## src/rtl/counter_ctrl_if.sv

```systemverilog
// Requester-side handshake bundle for counter_ctrl: two command ports
// plus the grant/completion status returned to them.
interface counter_ctrl_if #(
  parameter int WIDTH = 32
);
  logic             REQ_A;
  logic [1:0]       CMD_A;
  logic [WIDTH-1:0] DATA_A;
  logic             REQ_B;
  logic [1:0]       CMD_B;
  logic [WIDTH-1:0] DATA_B;
  logic             GNT_A;
  logic             GNT_B;
  logic             DONE_A;
  logic             DONE_B;
  logic             RCO_HIT;
  logic             BUSY;

  modport master (
    output REQ_A, CMD_A, DATA_A, REQ_B, CMD_B, DATA_B,
    input  GNT_A, GNT_B, DONE_A, DONE_B, RCO_HIT, BUSY
  );

  modport slave (
    input  REQ_A, CMD_A, DATA_A, REQ_B, CMD_B, DATA_B,
    output GNT_A, GNT_B, DONE_A, DONE_B, RCO_HIT, BUSY
  );
endinterface

```

## src/rtl/counter_ctrl.sv

```systemverilog
// Round-robin two-requester sequencer driving a 4-mode counter for an exact
// number of enabled cycles, with optional early stop on counter ripple-carry.
module counter_ctrl #(
  parameter int WIDTH       = 32,
  parameter int CNT_W       = 16,
  parameter bit STOP_ON_RCO = 1'b1
) (
  input  logic             clk,
  input  logic             RESET,
  counter_ctrl_if.slave    bus,
  output logic             CNT_ENABLE,
  output logic [1:0]       CNT_MODO,
  output logic [WIDTH-1:0] CNT_D,
  input  logic             CNT_RCO
);

  typedef enum logic [1:0] {IDLE, EXEC, FIN} state_t;

  localparam logic [1:0] CHARGE = 2'b11;

  state_t           state;
  logic [CNT_W-1:0] rem;
  logic             last_b;
  logic             own_b;

  logic             pick_b;
  logic [1:0]       sel_cmd;
  logic [WIDTH-1:0] sel_data;
  logic [CNT_W-1:0] sel_len;
  logic             rco_stop;

  // Winner selection: a lone request wins, a tie goes to whoever was not served last.
  always_comb begin
    pick_b = bus.REQ_B;
    if (bus.REQ_A && bus.REQ_B) pick_b = !last_b;
    sel_cmd  = pick_b ? bus.CMD_B  : bus.CMD_A;
    sel_data = pick_b ? bus.DATA_B : bus.DATA_A;
    sel_len  = sel_data[CNT_W-1:0];
  end

  // CNT_MODO holds the latched command while executing, so it doubles as the mode register.
  assign rco_stop = STOP_ON_RCO && (CNT_MODO != CHARGE) && CNT_RCO;

  always_ff @(posedge clk or negedge RESET) begin
    if (!RESET) begin
      state       <= IDLE;
      rem         <= '0;
      last_b      <= 1'b1;
      own_b       <= 1'b0;
      bus.GNT_A   <= 1'b0;
      bus.GNT_B   <= 1'b0;
      bus.DONE_A  <= 1'b0;
      bus.DONE_B  <= 1'b0;
      bus.RCO_HIT <= 1'b0;
      bus.BUSY    <= 1'b0;
      CNT_ENABLE  <= 1'b0;
      CNT_MODO    <= CHARGE;
      CNT_D       <= '0;
    end else begin
      unique case (state)
        IDLE: begin
          if (bus.REQ_A || bus.REQ_B) begin
            own_b     <= pick_b;
            bus.GNT_A <= !pick_b;
            bus.GNT_B <= pick_b;
            bus.BUSY  <= 1'b1;
            CNT_D     <= sel_data;
            if (sel_cmd == CHARGE) begin
              rem        <= CNT_W'(1);
              CNT_ENABLE <= 1'b1;
              CNT_MODO   <= CHARGE;
              state      <= EXEC;
            end else if (sel_len != '0) begin
              rem        <= sel_len;
              CNT_ENABLE <= 1'b1;
              CNT_MODO   <= sel_cmd;
              state      <= EXEC;
            end else begin
              bus.DONE_A <= !pick_b;
              bus.DONE_B <= pick_b;
              state      <= FIN;
            end
          end
        end
        EXEC: begin
          if (rco_stop || rem == CNT_W'(1)) begin
            CNT_ENABLE  <= 1'b0;
            CNT_MODO    <= CHARGE;
            bus.DONE_A  <= !own_b;
            bus.DONE_B  <= own_b;
            bus.RCO_HIT <= rco_stop;
            state       <= FIN;
          end else begin
            rem <= rem - CNT_W'(1);
          end
        end
        FIN: begin
          bus.GNT_A   <= 1'b0;
          bus.GNT_B   <= 1'b0;
          bus.DONE_A  <= 1'b0;
          bus.DONE_B  <= 1'b0;
          bus.RCO_HIT <= 1'b0;
          bus.BUSY    <= 1'b0;
          last_b      <= own_b;
          state       <= IDLE;
        end
        default: state <= IDLE;
      endcase
    end
  end

endmodule

```

## src/flat_wrapper.sv

```systemverilog
// flat-port wrapper written by rule: the top's interface ports become plain ports
module counter_ctrl_flat 
#(
  parameter int WIDTH       = 32,
  parameter int CNT_W       = 16,
  parameter bit STOP_ON_RCO = 1'b1
)
  (clk, RESET, CNT_ENABLE, CNT_MODO, CNT_D, CNT_RCO, bus_REQ_A, bus_CMD_A, bus_DATA_A, bus_REQ_B, bus_CMD_B, bus_DATA_B, bus_GNT_A, bus_GNT_B, bus_DONE_A, bus_DONE_B, bus_RCO_HIT, bus_BUSY);
  counter_ctrl_if #(.WIDTH(WIDTH)) bus_i ();
  input  logic clk;
  input  logic RESET;
  output logic CNT_ENABLE;
  output logic [1:0] CNT_MODO;
  output logic [WIDTH-1:0] CNT_D;
  input  logic CNT_RCO;
  input wire logic [$bits(bus_i.REQ_A)-1:0] bus_REQ_A;
  input wire logic [$bits(bus_i.CMD_A)-1:0] bus_CMD_A;
  input wire logic [$bits(bus_i.DATA_A)-1:0] bus_DATA_A;
  input wire logic [$bits(bus_i.REQ_B)-1:0] bus_REQ_B;
  input wire logic [$bits(bus_i.CMD_B)-1:0] bus_CMD_B;
  input wire logic [$bits(bus_i.DATA_B)-1:0] bus_DATA_B;
  output wire logic [$bits(bus_i.GNT_A)-1:0] bus_GNT_A;
  output wire logic [$bits(bus_i.GNT_B)-1:0] bus_GNT_B;
  output wire logic [$bits(bus_i.DONE_A)-1:0] bus_DONE_A;
  output wire logic [$bits(bus_i.DONE_B)-1:0] bus_DONE_B;
  output wire logic [$bits(bus_i.RCO_HIT)-1:0] bus_RCO_HIT;
  output wire logic [$bits(bus_i.BUSY)-1:0] bus_BUSY;
  assign bus_i.REQ_A = bus_REQ_A;
  assign bus_i.CMD_A = bus_CMD_A;
  assign bus_i.DATA_A = bus_DATA_A;
  assign bus_i.REQ_B = bus_REQ_B;
  assign bus_i.CMD_B = bus_CMD_B;
  assign bus_i.DATA_B = bus_DATA_B;
  assign bus_GNT_A = bus_i.GNT_A;
  assign bus_GNT_B = bus_i.GNT_B;
  assign bus_DONE_A = bus_i.DONE_A;
  assign bus_DONE_B = bus_i.DONE_B;
  assign bus_RCO_HIT = bus_i.RCO_HIT;
  assign bus_BUSY = bus_i.BUSY;
  counter_ctrl #(.WIDTH(WIDTH), .CNT_W(CNT_W), .STOP_ON_RCO(STOP_ON_RCO)) u_core (.clk(clk), .RESET(RESET), .bus(bus_i), .CNT_ENABLE(CNT_ENABLE), .CNT_MODO(CNT_MODO), .CNT_D(CNT_D), .CNT_RCO(CNT_RCO));
endmodule
```

## config.mk

```make
export PLATFORM = sky130hd
export DESIGN_NAME = counter_ctrl_flat
export DESIGN_NICKNAME = d
export VERILOG_FILES = /design/src/rtl/counter_ctrl_if.sv /design/src/rtl/counter_ctrl.sv /design/src/flat_wrapper.sv
export SDC_FILE = /design/constraint.sdc
export NUM_CORES = 1
export LEC_CHECK = 0
export BUFFER_PORTS_ARGS = -buffer_cell sky130_fd_sc_hd__clkbuf_2
export CAP_MARGIN = 10
export CORE_MARGIN = 1
export CORE_UTILIZATION = 51
export DETAILED_ROUTE_END_ITERATION = 7
export PLACE_DENSITY_LB_ADDON = 0.3
export SLEW_MARGIN = 15
export SYNTH_ARGS = -nofsm -noshare
export SYNTH_HDL_FRONTEND = slang
export SYNTH_SLANG_ARGS = --single-unit
```

## constraint.sdc

```tcl
create_clock -name clk -period 3.02 [get_ports clk]
set_input_delay 0.151 -clock clk [delete_from_list [all_inputs] [get_ports clk]]
set_output_delay 0.151 -clock clk [all_outputs]
set_load 0.1 [all_outputs]
```

==> summary.md, run 1 <==
| Metric | Value |
|---|---|
| Layout Nets | 594 |
| Clk root buf | clkbuf_8 |
| Ant diodes | 0 |
| Critical path type | reg -> reg |
| FF-to-FF Start | u_core.last_b |
| GRT Util Overall | 29.68% |
| CP endpoint | u_core.rem[11] |
| Area grow syn2layout | 25.15% |
| Initial Utilization | 53.60% |
| Number of setup buffers added after CTS | 0 |
| PortBufs | 113 |
| Post-synth top area share | 41.92% |
| CTS buffer count | 9 |
| Worst R2R End | u_core.rem[11] |
| WP data required | 3240 ps |
| Mapped Nets | 480 |
| Worst-Margin Slew | 664.9 ps |
| # IOs | 114 |
| Worst R2R Setup Slack | 470 ps |
| TritonCTS clock tree | done |
| Drt pass-1 iters | 7 |
| H-tree depth | 3 |
| WP data arrival | 2780 ps |
| Routed WL | 10090 µm |
| Period utilization | 84.57% |
| Setup TNS | 0 ps |
| Most frequent cells in the layout | clkbuf_2, nand2_1, dfrtp_1 |
| Unrepaired setup endpoints after global routing | false |
| Routed WL per cell | 16.90 µm |
| Initial drt markers | 249 |
| Final setup vio count | 0 |
| CP Capture Type | register |
| Run status | finished, violations left |
| Vias per cell | 5.993 |
| Routability cong. | 0.9100 |
| Async SR Flop Fraction | 100.0% |
| Clk pin slew, worst setup/hold paths | 70 ps |
| Synth cell types | 57 |
| Startpoint Class | register |
| Minimum clock period | 2554 ps |
| Hold Crit Class | in -> reg |
| Slew HR | 55.28% |
| Avg Cell Area, Syn | 8.634 µm² |
| Gr ovfl total | 0 |
| Share of cells above drive strength 1 | 29.42% |
| Failing checks | design-rule violations |
| Clock latency on the worst-skew pair | 340 ps |
| CTS Sinks | 61 |
| Max Root-Sink Buffers | 2 |
| YS warnings | 0 |
| EDFF count, synth | 0 |
| Biggest fanout along the worst timing path | 10 |
| Clock Skew | 7.627 ps |
| Worst setup path start | u_core.last_b |
| Most area-hungry cell type in the Yosys netlist | dfrtp_1 |
| Largest net degree at the start of global routing | 43 |
| Number of synthesized register bits | 61 |
| MaxCap Viol Count | 0 |
| Die area | 0.007122 mm² |
| Worst Reg2Reg Path Length in Cells | 6 |
| Vias | 3578 |
| DPL Wire Length | 7537 µm |
| Core footprint | 0.006459 mm² |
| Number of nets with antenna violations after routing | 0 |
| Die Ht | 84.39 µm |
| Slew Viols, Final | 0 |
| Synth Instances | 401 |
| Commonest non-fill, non-tap cell in the layout | clkbuf_2 |
| Mapped cell area | 0.003462 mm² |
| Die X-Extent | 84.39 µm |
| Initial antenna violation count | 0 |
| Hold Vio Cnt, Final | 0 |
| Synth area leaders | dfrtp_1, nand2_1, nor2_1 |
| Seq/Total Area, Yosys | 44.20% |
| Vias in the first global route | 3441 |
| First-pass GRT wire length | 16420 µm |
| Max Clock Freq | 391.5 MHz |
| Most used DFF post-synth | dfrtp_1 |
| Detailed-route DRC error count | 2 |
| Num rows | 29 |
-- flip-flops by register name (all words and copies together) (netlist names), 2 cells and up --
signal / count
u_core.rem: 16
u_core.CNT_MODO: 2
u_core.state: 2
u_core.CNT_D: 32
-- layout make-up --
class                           count  area [µm²]
Fill cell                         540        2126
Multi-Input combinational cell    309        1808
Sequential cell                    61        1530
Timing Repair Buffer              124       650.6
Clock buffer                       12       165.2
Tap cell                           77       96.34
Clock inverter                      4       45.04
Inverter                           10       37.54
-- kinds of logic after synthesis --
logic type / after synthesis / synth area share (%)
AO/OA/AOI/OAI: 103 / 20.42
adder cells (fa/ha/maj): 6 / 2.168
flip-flops: 61 / 44.20
multiplexers: 15 / 4.445
AND/OR/NAND/NOR: 185 / 25.12
buffers and inverters: 31 / 3.650
-- layer usage --
metal / track usage [%] / vias to the layer above / share of wire [%]
met5: 0 / - / 0
met3: 5.801 / 35 / 7.2
met2: 48.36 / 181 / 49
li1: - / 1687 / -
met4: 15.72 / 0 / 3.6
met1: 37.69 / 1675 / 41
-- what timing repair did --
action / CTS / global route
hold buffers: 1 / 0
hold endpoints to repair: 19 / 0
gates resized for setup: 0 / 0
-- Yosys cell counts, types with 2 or more instances --
master / number
nand2_1: 79
dfrtp_1: 58
nor2_1: 52
o21ai_0: 31
a31oi_1: 21
clkbuf_1: 15
nand3_1: 14
mux2i_1: 12
inv_1: 10
nor4_1: 10
nor3_1: 8
a21oi_1: 7
ha_1: 6
buf_2: 5
o22ai_1: 5
a221o_1: 4
or4_1: 4
a22oi_1: 3
a32oi_1: 3
dfstp_2: 3
nand4_1: 3
nor3b_1: 3
o22a_1: 3
a211oi_1: 2
a22o_1: 2
mux2_1: 2
o211ai_1: 2
o21ai_1: 2
o31ai_1: 2
o41ai_1: 2
or4_4: 2
-- worst min path at each step --
stage / startpoint / cells past startpoint / endpoint
4_1_cts: bus_DATA_B[16] / 3 / u_core.CNT_D[16]
3_3_place_gp: RESET / 1 / u_core.CNT_D[3]
5_1_grt: bus_DATA_B[26] / 3 / u_core.CNT_D[26]
6_report: bus_DATA_B[16] / 3 / u_core.CNT_D[16]
3_5_place_dp: RESET / 1 / u_core.CNT_D[3]
2_1_floorplan: RESET / 0 / u_core.CNT_D[0]
-- worst max-delay path, cell delays in order (launching register included) --
cell,delay [ps]
dfstp_2,580
a21bo_1,370
nand4_1,220
a22o_1,310
a21oi_1,500
o21ai_1,160
a221o_1,300
-- per-stage QoR --
stage	hold slack [ps]	util, %	std cells	instance area (µm²)	worst slack, ps
floorplan	-144.6	-	401	3462	801.2
global placement	149.8	63.68	580	4113	673.6
detailed placement	160.8	63.68	580	4113	545.0
CTS	36.30	67.09	597	4333	538.4
global route	48.40	67.09	597	4333	327.6
finish	40.13	67.09	597	4333	466.0
Power of run 1 is left out: the tool's default activity adds up to more than one toggle a clock period on the data nets, which glitch-free logic cannot reach.
==> run 2: changes to the inputs <==
--- a/config.mk
+++ b/config.mk
@@ -8,7 +8,7 @@
 export BUFFER_PORTS_ARGS = -buffer_cell sky130_fd_sc_hd__clkbuf_2
 export CAP_MARGIN = 10
 export CORE_MARGIN = 1
-export CORE_UTILIZATION = 51
+export CORE_UTILIZATION = 46
 export DETAILED_ROUTE_END_ITERATION = 7
 export PLACE_DENSITY_LB_ADDON = 0.3
 export SLEW_MARGIN = 15
==> constraint.sdc (replaced) <==
create_clock -name clk -period 2.2 [get_ports clk]
set_input_delay 0.11 -clock clk [delete_from_list [all_inputs] [get_ports clk]]
set_output_delay 0.11 -clock clk [all_outputs]
set_load 0.1 [all_outputs]
==> run 2 against run 1 <==
Compared with the run above: sequential share of layout area shrank 3.9 points; clock skew increased by 0.65 ps; maximum frequency is 14% higher; register-to-register slack worse by 510 ps; first-iteration DRC count is 33% higher; cell count increased by 13%; the flow finishes with violations (negative setup slack).
==> summary.md, run 2 (synthesis gave the netlist of run 1 again) <==
| Metric | Value |
|---|---|
| Run status | finished, violations left |
| Failing checks | negative setup slack |
| CTS buffer count | 9 (unchanged) |
| Critical path type | reg -> reg |
| Detailed-route DRC error count | 0 (-2) |
| CP Capture Type | register |
| Max Clock Freq | 445.0 MHz (+14%) |
| Die Ht | 88.76 µm (+5.2%) |
| Clk pin slew, worst setup/hold paths | 70 ps (about the same) |
| Vias in the first global route | 3714 (+7.9%) |
| Uppermost layer routed | met4 |
| First-pass GRT wire length | 17720 µm (+7.9%) |
| CTS Sinks | 61 (unchanged) |
| DPL Wire Length | 7933 µm (+5.3%) |
| Setup TNS | -156.8 ps (-156.8 ps) |
| Met3 wire len | 593 µm (-19%) |
| Hold Vio Cnt, Final | 0 (unchanged) |
| Slew Viols, Final | 0 (unchanged) |
| Routed WL per cell | 17.15 µm (+1.5%) |
| Minimum clock period | 2247 ps (-307.0 ps) |
| Final setup vio count | 5 (+5) |
| Largest registers | u_core.CNT_D x32, u_core.rem x16 |
| Drt pass-1 iters | 5 (-2) |
| Routability cong. | 0.9078 (-0.24%) |
| Period utilization | 102.1% (+18 points) |
| Vias per cell | 5.756 (-4.0%) |
| MaxCap Viol Count | 0 (unchanged) |
| Num rows | 31 (+6.9%) |
| Routed WL | 11600 µm (+15%) |
| Commonest non-fill, non-tap cell in the layout | clkbuf_2 |
| Max reg flops | 32 (unchanged) |
| Ant diodes | 0 (unchanged) |
| H-tree depth | 3 (unchanged) |
| Worst-Margin Slew | 694.4 ps (+29.49 ps) |
| Number of nets with antenna violations after routing | 0 (unchanged) |
| Vias | 3891 (+8.7%) |
| Area grow syn2layout | 41.45% |
| GRT Util Overall | 30.09% (+0.42 points) |
| Fillers | 565 (+4.6%) |
| Worst Reg2Reg Path Length in Cells | 7 (+1) |
| Worst R2R Setup Slack | -50 ps (-510 ps) |
| Initial antenna violation count | 0 (unchanged) |
| Metal-1 WL | 4571 µm (+12%) |
| # IOs | 114 (unchanged) |
| Initial drt markers | 331 (+33%) |
| PortBufs | 113 (unchanged) |
| Slew HR | 53.32% (-2.0 points) |
| Gr ovfl total | 0 (unchanged) |
| Share of cells above drive strength 1 | 32.76% (+3.3 points) |
| Layout Nets | 651 (+9.6%) |
| Core footprint | 0.007253 mm² (+12%) |
| Hold slack | 13.51 ps (-26.62 ps) |
| Unrepaired setup endpoints after global routing | true |
| Die area | 0.007877 mm² (+11%) |
| Met2 wire length | 5968 µm (+22%) |
| WHS Path Cells | 3 (unchanged) |
| WP data arrival | 2460 ps (-320 ps) |
| Biggest fanout along the worst timing path | 7 (-3) |
| Initial Utilization | 47.73% (-5.9 points) |
| TritonCTS clock tree | done |
| Worst setup margin | -47.08 ps (-513.0 ps) |
| Max Root-Sink Buffers | 2 (unchanged) |
| Fin util | 67.52% (+0.43 points) |
| Clock latency on the worst-skew pair | 350 ps (about the same) |
| WP data required | 2410 ps (-830 ps) |
| Die X-Extent | 88.76 µm (+5.2%) |
| Largest net degree at the start of global routing | 43 (unchanged) |
| Clk root buf | clkbuf_8 |
| Startpoint Class | register |
| Most frequent cells in the layout | clkbuf_2, nand2_1, dfrtp_1 |
| Clock Skew | 8.277 ps (+0.6500 ps) |
| Hold Crit Class | in -> reg |
| Register name with the most flops | u_core.CNT_D |
[run 2: changes by cell type in the layout (fill, tap and decap cells not counted), sizes merged]
cell / delta
bufinv: -1
clkinvlp: +1
buf: +27
dlygate4sd3: +30
[run 2: critical path, cell delays in order, from the launching register on]
cell and delay (ps):
dfrtp_1 400, or4_4 540, and4b_2 360, o21ai_2 120, and3_4 230, buf_4 170
a32oi_1 180, o211ai_1 130
[run 2: per-layer routing]
| metal | up-vias | global-route usage, % |
|---|---|---|
| li1 | 1804 | - |
| met1 | 1882 | 36.36 |
| met2 | 164 | 50.35 |
| met3 | 41 | 5.037 |
| met4 | 0 | 18.33 |
| met5 | - | 0 |
[run 2: final timing paths]
| check | start | endpoint |
|---|---|---|
| setup / recovery | u_core.rem[13] | u_core.rem[12] |
| hold / removal | bus_DATA_B[30] | u_core.CNT_D[30] |
| setup reg to reg | u_core.rem[13] | u_core.rem[12] |
| hold reg to reg | u_core.CNT_D[13] | u_core.CNT_D[13] |
| max in group asynchronous | RESET | u_core.bus.DONE_B |
| min in group asynchronous | RESET | u_core.CNT_D[7] |
[run 2: repair_timing]
action / in CTS / in global routing
endpoints found under the setup margin: 3 / 13
hold buffers: 31 / 0
resized for setup: 4 / 8
endpoints found under the hold margin: 37 / 0
buffers inserted: 0 / 1
[run 2: stage by stage]
step | setup WS [ps] | std cells | area [µm²]
6_report | -47.08 | 676 | 4897
5_1_grt | -95.74 | 676 | 4897
4_1_cts | -10.42 | 675 | 4855
3_5_place_dp | -47.47 | 628 | 4355
3_3_place_gp | -0.02842 | 628 | 4355
2_1_floorplan | 16.70 | 401 | 3470
[run 2: final cells by class]
| type | instances | area (µm²) | area share (%) |
|---|---|---|---|
| clock buffer | 12 | 155.1 | 3.168 |
| tap | 99 | 123.9 | 2.529 |
| multi-input combinational | 309 | 1854 | 37.86 |
| timing repair buffer | 181 | 1166 | 23.81 |
| inverter | 10 | 37.54 | 0.7665 |
| clock inverter | 4 | 22.52 | 0.4599 |
| sequential | 61 | 1538 | 31.40 |
Power of run 2 is left out for the same reason.
